File: src/rtl/spi_sequence_start_detector_pkg.sv
// Shared constants and FSM encoding for the SPI session-start detector.
// The default magic value is mirrored in the host-side test firmware headers.
package spi_sequence_start_detector_pkg;

  localparam logic [31:0]  SEQUENCE_DEFAULT       = 32'h5A3C_96E1;
  localparam int unsigned  TIMEOUT_CYCLES_DEFAULT = 1024;

  typedef enum logic [1:0] {
    HUNT     = 2'd0,
    WAIT_LOW = 2'd1,
    PULSE    = 2'd2,
    HOLDOFF  = 2'd3
  } seq_state_e;

endpackage

File: src/rtl/spi_sequence_start_detector_edge_sync.sv
// spi_edge_sync: optional 2-flop input sync (SPI_SEQ_DETECT_SYNC_EN), sclk edge
// detection and idle/timeout counting. Shared with the chip-select decoder.
module spi_edge_sync
  import spi_sequence_start_detector_pkg::*;
#(
  parameter int unsigned TIMEOUT_CYCLES = TIMEOUT_CYCLES_DEFAULT
) (
  input  logic clk,
  input  logic rst_n,
  input  logic sclk,
  input  logic sin,
  output logic sin_s,
  output logic sclk_pos,
  output logic sclk_neg,
  output logic timeout
);

  localparam int unsigned IW = $clog2(TIMEOUT_CYCLES + 1);

  logic          sclk_s;
  logic          sclk_prev;
  logic [IW-1:0] idle_cnt;

`ifdef SPI_SEQ_DETECT_SYNC_EN
  logic [1:0] sclk_sync;
  logic [1:0] sin_sync;

  always_ff @(posedge clk or negedge rst_n) begin
    if (!rst_n) begin
      sclk_sync <= '0;
      sin_sync  <= '0;
    end else begin
      sclk_sync <= {sclk_sync[0], sclk};
      sin_sync  <= {sin_sync[0], sin};
    end
  end

  assign sclk_s = sclk_sync[1];
  assign sin_s  = sin_sync[1];
`else
  assign sclk_s = sclk;
  assign sin_s  = sin;
`endif

  always_ff @(posedge clk or negedge rst_n) begin
    if (!rst_n) begin
      sclk_prev <= 1'b0;
    end else begin
      sclk_prev <= sclk_s;
    end
  end

  assign sclk_pos = sclk_s & ~sclk_prev;
  assign sclk_neg = ~sclk_s & sclk_prev;

  always_ff @(posedge clk or negedge rst_n) begin
    if (!rst_n) begin
      idle_cnt <= '0;
    end else if (sclk_pos || sclk_neg) begin
      idle_cnt <= '0;
    end else if (idle_cnt != IW'(TIMEOUT_CYCLES)) begin
      idle_cnt <= idle_cnt + IW'(1);
    end
  end

  // An edge in the same cycle wins over a saturated idle count.
  assign timeout = (idle_cnt == IW'(TIMEOUT_CYCLES)) && !(sclk_pos || sclk_neg);

endmodule

File: src/rtl/spi_sequence_start_detector.sv
// Recognises the magic session-start sequence on sclk/sin and emits a one-clk
// start pulse while sclk is low. Input sync selected by SPI_SEQ_DETECT_SYNC_EN.
module spi_sequence_start_detector
  import spi_sequence_start_detector_pkg::*;
#(
  parameter int unsigned              SEQUENCE_SIZE  = 32,
  parameter logic [SEQUENCE_SIZE-1:0] SEQUENCE       = SEQUENCE_SIZE'(SEQUENCE_DEFAULT),
  parameter int unsigned              HOLDOFF_BITS   = 16,
  parameter int unsigned              TIMEOUT_CYCLES = TIMEOUT_CYCLES_DEFAULT,
  parameter int unsigned              COUNT_SIZE     = 8
) (
  input  logic                  clk,
  input  logic                  rst_n,
  input  logic                  sclk,
  input  logic                  sin,
  output logic                  start,
  output logic                  busy,
  output logic [COUNT_SIZE-1:0] match_count
);

  localparam int unsigned FW = $clog2(SEQUENCE_SIZE + 1);
  localparam int unsigned HW = (HOLDOFF_BITS < 1) ? 1 : $clog2(HOLDOFF_BITS + 1);

  logic sin_s;
  logic sclk_pos;
  logic sclk_neg;
  logic timeout;

  seq_state_e               state_q, state_d;
  logic [SEQUENCE_SIZE-2:0] shreg_q, shreg_d;
  logic [FW-1:0]            fill_q,  fill_d;
  logic [HW-1:0]            hold_q,  hold_d;
  logic [COUNT_SIZE-1:0]    count_q, count_d;
  logic                     start_q, start_d;
  logic                     match;

  spi_edge_sync #(
    .TIMEOUT_CYCLES(TIMEOUT_CYCLES)
  ) u_edge_sync (
    .clk      (clk),
    .rst_n    (rst_n),
    .sclk     (sclk),
    .sin      (sin),
    .sin_s    (sin_s),
    .sclk_pos (sclk_pos),
    .sclk_neg (sclk_neg),
    .timeout  (timeout)
  );

  always_ff @(posedge clk or negedge rst_n) begin
    if (!rst_n) begin
      state_q <= HUNT;
      shreg_q <= '0;
      fill_q  <= '0;
      hold_q  <= '0;
      count_q <= '0;
      start_q <= 1'b0;
    end else begin
      state_q <= state_d;
      shreg_q <= shreg_d;
      fill_q  <= fill_d;
      hold_q  <= hold_d;
      count_q <= count_d;
      start_q <= start_d;
    end
  end

  always_comb begin
    state_d = state_q;
    shreg_d = shreg_q;
    fill_d  = fill_q;
    hold_d  = hold_q;
    count_d = count_q;
    start_d = 1'b0;
    // Lookahead: compare with the incoming bit before it lands in the shreg.
    match   = sclk_pos && (fill_q >= FW'(SEQUENCE_SIZE - 1)) &&
              ({shreg_q, sin_s} == SEQUENCE);

    case (state_q)
      HUNT: begin
        if (sclk_pos) begin
          shreg_d = {shreg_q[SEQUENCE_SIZE-3:0], sin_s};
          if (fill_q != FW'(SEQUENCE_SIZE)) begin
            fill_d = fill_q + FW'(1);
          end
          if (match) begin
            state_d = WAIT_LOW;
            count_d = count_q + COUNT_SIZE'(1);
          end
        end
      end
      WAIT_LOW: begin
        if (sclk_neg) begin
          state_d = PULSE;
        end
      end
      PULSE: begin
        start_d = 1'b1;
        hold_d  = HW'(HOLDOFF_BITS);
        if (HOLDOFF_BITS == 0) begin
          shreg_d = '0;
          fill_d  = '0;
          state_d = HUNT;
        end else begin
          state_d = HOLDOFF;
        end
      end
      HOLDOFF: begin
        if (sclk_pos) begin
          if (hold_q <= HW'(1)) begin
            hold_d  = '0;
            shreg_d = '0;
            fill_d  = '0;
            state_d = HUNT;
          end else begin
            hold_d = hold_q - HW'(1);
          end
        end
      end
      default: state_d = HUNT;
    endcase

    if (timeout && (state_q != PULSE)) begin
      state_d = HUNT;
      shreg_d = '0;
      fill_d  = '0;
      hold_d  = '0;
    end
  end

  assign start       = start_q;
  assign busy        = (state_q != HUNT);
  assign match_count = count_q;

endmodule

File: config.mk
export PLATFORM = sky130hd
export DESIGN_NAME = spi_sequence_start_detector
export DESIGN_NICKNAME = d
export VERILOG_FILES = /design/src/rtl/spi_sequence_start_detector_pkg.sv /design/src/rtl/spi_sequence_start_detector_edge_sync.sv /design/src/rtl/spi_sequence_start_detector.sv
export SDC_FILE = /design/constraint.sdc
export NUM_CORES = 1
export LEC_CHECK = 0
export ABC_CLOCK_PERIOD_IN_PS = 2700
export CELL_PAD_IN_SITES_DETAIL_PLACEMENT = 1
export CELL_PAD_IN_SITES_GLOBAL_PLACEMENT = 1
export CORE_MARGIN = 2
export CORE_UTILIZATION = 25
export CTS_CLUSTER_SIZE = 30
export DETAILED_ROUTE_END_ITERATION = 7
export PLACE_DENSITY_LB_ADDON = 0.1
export SLEW_MARGIN = 20
export SYNTH_ARGS = -nofsm -noshare
export SYNTH_HDL_FRONTEND = slang
export SYNTH_SLANG_ARGS = --single-unit
File: constraint.sdc
create_clock -name clk -period 2.7 [get_ports clk]
set_input_delay 0.54 -clock clk [delete_from_list [all_inputs] [get_ports clk]]
set_output_delay 0.54 -clock clk [all_outputs]
set_load 0.01 [all_outputs]
Word level (Yosys, flattened, before mapping):

Index checks and enable logic that the tools add are counted.

* $add $sub $neg: 4
* order comparisons: 2
* equal/unequal tests: 14
* mux-type cells: 25
* bitwise logic cells: 4
* reduce and logical (&&, ||, !) cells: 16

Operators by type and width (count)
* $mux 31: 4
* $pmux 31 s2: 1
* $eq 32x31->1 const B: 1
* $mux 6: 5
* $mux 11: 2
* $mux 5: 3
* $ne 3x3->1 const B: 5
* $mux 2: 6
* $pmux 6 s2: 1
* $add 11x1->11 const B: 1
* $eq 11x11->1 const B: 1
* $ne 11x11->1 const B: 1
* $pmux 5 s2: 1
* $reduce_and 5->1: 2
* $add 8x1->8 const B: 1
* $pmux 2 s4: 1
* $add 6x1->6 const B: 1
* $ge 6x5->1 const B: 1
* $ne 6x6->1 const B: 1
* $reduce_bool 3->1: 2
* $le 5x1->1 const B: 1
* $sub 5x1->5 const B: 1
* $eq 2x2->1 const B: 2
* $logic_and 1x1->1: 4
* other kinds (13): 16

* flip-flop bits (word level): 65
* output and inout port bits: 10
* logic and storage cells: 73

Logic depth before layout (Yosys ltp):

* word-level depth: 8
* gate-level depth with buffers: 8
* depth with buffers taken out: 7

Hierarchy:

Synthesis repeated with hierarchy kept, for this count alone.

* cells, all modules: 353
* area total of the unflattened synthesis: 3285.7 um^2

Modules (own cells, without submodules)
* spi_sequence_start_detector: times used 1, cells each 285, area an instance 2603.7 um^2
* spi_edge_sync: times used 1, cells each 68, area an instance 681.9 um^2

Worst setup path before layout:

No wires, ideal clock.

* path type: input to register
* start point: input sclk
* end point: register fill_q[2]
* arrival time: 2.132 ns
* required time: 2.629 ns
* path slack: 0.497 ns
* stages on the path: 6
* buffers on the path: 0
* cells stage by stage: ha_1 -> or4b_1 -> o211ai_2 -> o311ai_2 -> or4_1 -> nand4_1

* longest elaborated chain between the ends: 8
* elaborated cells on any way between the ends: 14
* classes of those cells: 4 x eq/ne; 1 x mux; 3 x bitwise; 6 x reduce/logical

RTL lines
* start: declaration: RTL line spi_sequence_start_detector.sv:14 `input logic sclk,`
* $not 1->1: RTL line spi_sequence_start_detector_edge_sync.sv:54 `assign sclk_neg = ~sclk_s & sclk_prev;`
* $and 1x1->1: RTL line spi_sequence_start_detector_edge_sync.sv:54
* $logic_or 1x1->1: RTL line spi_sequence_start_detector_edge_sync.sv:67 `assign timeout = (idle_cnt == IW'(TIMEOUT_CYCLES)) && !(sclk_pos || sclk_neg);`
* $logic_not 1->1: RTL line spi_sequence_start_detector_edge_sync.sv:67
* $logic_and 1x1->1: RTL line spi_sequence_start_detector_edge_sync.sv:67
* $logic_and 1x1->1: RTL line spi_sequence_start_detector.sv:123 `if (timeout && (state_q != PULSE)) begin`
* $ne 3x3->1 (no source line) / $reduce_bool 3->1 (equally long branches)
* $reduce_and 5->1 (no source line)
* end signal: assignment: RTL line spi_sequence_start_detector.sv:61 `fill_q <= fill_d;`
* end: declaration: RTL line spi_sequence_start_detector.sv:31 `logic [FW-1:0] fill_q, fill_d;`

Parallel ways exist; a longest one is shown, timed or not.
A chain may end at the register's enable or synchronous reset.

Worst setup path after layout:

* start point: input sclk
* end point: register shreg_q[22]

* longest elaborated chain between the ends: 8
* elaborated cells on any way between the ends: 13
* classes of those cells: 3 x eq/ne; 1 x mux; 3 x bitwise; 6 x reduce/logical

RTL lines
* $not 1->1: RTL line spi_sequence_start_detector_edge_sync.sv:54
* $and 1x1->1: RTL line spi_sequence_start_detector_edge_sync.sv:54
* $logic_or 1x1->1: RTL line spi_sequence_start_detector_edge_sync.sv:67
* $logic_not 1->1: RTL line spi_sequence_start_detector_edge_sync.sv:67
* $logic_and 1x1->1: RTL line spi_sequence_start_detector_edge_sync.sv:67
* $logic_and 1x1->1: RTL line spi_sequence_start_detector.sv:123
* $ne 3x3->1 (no source line) / $reduce_bool 3->1 (equally long branches)
* $reduce_and 4->1 (no source line)
* end signal: assignment: RTL line spi_sequence_start_detector.sv:60 `shreg_q <= shreg_d;`
* end: declaration: RTL line spi_sequence_start_detector.sv:30 `logic [SEQUENCE_SIZE-2:0] shreg_q, shreg_d;`

Parallel ways exist; a longest one is shown, timed or not.

==> flow_summary.json <==
{
  "cp-end-kind": "flop",
  "tns_ns": 0,
  "n_antenna_cell": 0,
  "initial_core_util_pct": 25.8,
  "status": "finished, final reports clean",
  "crit_start": "sclk",
  "synthSimpleGateAreaFrac_pct": 24.6,
  "grt_start_max_net_pins": 63,
  "setup_slack_ns": 0.257,
  "drv_slew": 0,
  "route.detailed.drc": 0,
  "synth_top_cell_by_area": "dfrtp_1",
  "regArea_mm2": 0.00163,
  "yosysSeqAreaShare_pct": 49.8,
  "die_y_um": 118,
  "core_mm2": 0.0127,
  "io_buffers": 13,
  "routedWlPerCell_um": 13.5,
  "worst_hold_path_type": "in -> async",
  "async_flop_share_pct": 100,
  "grt_pass1_wl_mm": 13.4,
  "ant_nets": 0,
  "grt_pass1_vias": 2650,
  "cp.required_ns": 2.93,
  "yosysMostFrequentCell": "nand2_1",
  "synthesis.nets": 355,
  "fin_crit_sh_pct": 90.5,
  "clock_skew_ns": 0.00618,
  "clkLatencyLatePin_ns": 0.33,
  "clkSinkCount": 65,
  "drv_cap": 0,
  "cts_resized": 0,
  "viasPerCell": 4.50,
  "antenna_found_initial": 0,
  "die-area_mm2": 0.0140,
  "multi_input_area_mm2": 0.00155,
  "gp_congestion": 0.702,
  "max_freq_ghz": 0.409,
  "layout.nets": 387,
  "area_growth_pct": 23.7,
  "synth-edff-count": 0,
  "path_class": "in -> reg",
  "hold_viol": 0,
  "rows": 41,
  "drtPass1Iterations": 4,
  "synth.avg_cell_area_um2": 9.66,
  "path_clk_slew_ns": 0.05,
  "synth_seq_cells": 65,
  "synth_mux_area_share_pct": 1.26,
  "syn_inst": 338,
  "synth_top_cell_area_share_pct": 49.8,
  "relSlewSlack_pct": 58.1,
  "io_pins": 14,
  "crit_buf_inv": 3,
  "crit_fanout": 26,
  "htreeDepth": 3,
  "setup_viol": 0,
  "ys_types": 52,
  "dp_hpwl_mm": 5.30,
  "start_kind": "input pin",
  "clk_path_buf_depth": 2,
  "ys_warn_count": 0,
  "worst_path_max_delay_cell": "clkdlybuf4s50_1",
  "overflow": 0,
  "power_density_mw_per_mm2": 923,
  "routed_wl_mm": 7.39,
  "placedCellCount": 531,
  "max_stage_delay_ns": 0.50,
  "clockRootBuffer": "clkbuf_16",
  "synth_top_family_by_area": "simple AND/OR/NAND/NOR gates",
  "ir_drop_mv": 0.322,
  "min_period_ns": 2.44,
  "cts_setup_buffers": 0,
  "cts_tree": "built",
  "synth_ff_type": "dfrtp_1",
  "fill_cells": 1482,
  "r2r_start": "u_edge_sync.idle_cnt[5]$_DFFE_PN0P_",
  "p_leak_nw": 1.78,
  "place_ws_ns": -0.105,
  "syn-cell-area_mm2": 0.00327,
  "synthTopCellsByArea": "dfrtp_1, nand2_1, o21ai_0",
  "fin_cells": 546,
  "cts_buffers": 9,
  "synth_fa_ha_area_share_pct": 4.98,
  "synth_compound_area_share_pct": 11.5,
  "holdBufCountCts": 0,
  "worst_pin_slew_ns": 0.620,
  "gr-usage-all-layers_pct": 11.9,
  "crit_arrival_ns": 2.68,
  "drive_gt1_share_pct": 13.6,
  "synthTopCellsByCount": "nand2_1, dfrtp_1, o21ai_0",
  "cp_top_family": "simple AND/OR/NAND/NOR gates",
  "crit_chain": "clkdlybuf4s50_1, inv_1, ha_1, and2b_2, and4_1, nor2_2, buf_12, nand2_1, o21ai_0",
  "synth_xor_area_share_pct": 4.56,
  "rsz0062_at_grt": "false",
  "vias": 2457,
  "first_iter_violations": 73,
  "die_width_um": 118
}
[placed cells by master, fill, tap and decap left out, types with 2 or more instances in the layout]
cell / instances
nand2_1: 74
dfrtp_1: 65
o21ai_0: 38
buf_4: 18
inv_1: 13
ha_1: 13
xnor2_1: 12
clkdlybuf4s50_1: 12
nand3_1: 11
and2_1: 9
clkbuf_16: 9
nor2_1: 8
and3_1: 8
nand4_1: 7
nor3_1: 6
nor4b_1: 5
xor2_1: 5
and4_1: 3
or4bb_1: 3
o22a_1: 3
mux2i_1: 3
nor2b_1: 3
clkbuf_8: 3
buf_12: 3
or4b_1: 2
or2_2: 2
nor4_1: 2
a41oi_1: 2
a21bo_2: 2
a21o_1: 2
[layer usage]
layer	routed length [um]	global-route usage, %	part of all wire (%)
met3	170	3.09	2.3
met2	3570	19.4	48
met4	112	3.84	1.5
met5	0	0	0
met1	3540	15.2	48
[layout make-up]
cell class	count	share of cell area [%]
Timing Repair Buffer	34	7.93
Clock inverter	2	0.310
Inverter	13	1.21
Sequential cell	65	40.3
Multi-Input combinational cell	247	38.3
Clock buffer	13	6.69
Tap cell	172	5.33
[worst reg2reg max path: stages, from the launching register on]
cell	delay, ns
dfrtp_1	0.44
nor4b_1	0.61
and4b_1	0.43
o311ai_2	0.17
or4_1	0.49
nand4_1	0.09
[kinds of logic after synthesis]
logic type | count (synthesis)
XOR/XNOR | 17
flip-flops | 65
AO/OA/AOI/OAI | 58
multiplexers | 4
AND/OR/NAND/NOR | 155
buffers and inverters | 26
adder cells (fa/ha/maj) | 13
[sequential cells by signal, indices dropped and copies added (netlist names)]
name,flops
shreg_q,31
u_edge_sync.idle_cnt,11
match_count,8
fill_q,6
hold_q,5
state_q,2
start,1
u_edge_sync.sclk_prev,1
[where the power goes]
part	leakage [nW]	internal, mW	total (mW)	switching (mW)
clock network	0.138	0.690	1.10	0.408
logic	0.765	0.567	1.30	0.729
registers	0.876	1.16	1.33	0.175
total	1.78	2.42	3.73	1.31
[per-stage QoR]
step | hold slack, ns | cell area (um^2) | total power, mW | utilization [%]
2_1_floorplan | 0.244 | 3270 | 2.17 | -
3_3_place_gp | 0.360 | 3760 | 2.67 | 29.7
3_5_place_dp | 0.359 | 3760 | 2.70 | 29.7
4_1_cts | 0.00470 | 4040 | 3.84 | 31.9
5_1_grt | 0.00729 | 4040 | 4.08 | 31.9
6_report | 0.0174 | 4040 | 3.73 | 31.9
[path summary, 6_finish.rpt]
kind	slack [ns]	cells after the start	endpoint
max in group asynchronous	2.08	2	shreg_q[20]$_DFFE_PN0P_
max reg2reg	0.42	5	fill_q[2]$_DFFE_PN0P_
min reg2reg	0.47	1	match_count[7]$_DFFE_PN0P_
min	0.02	1	hold_q[2]$_DFFE_PN0P_
max	0.26	9	shreg_q[22]$_DFFE_PN0P_
min in group clk	0.47	1	match_count[7]$_DFFE_PN0P_
Power figures use the tool's default switching activity.
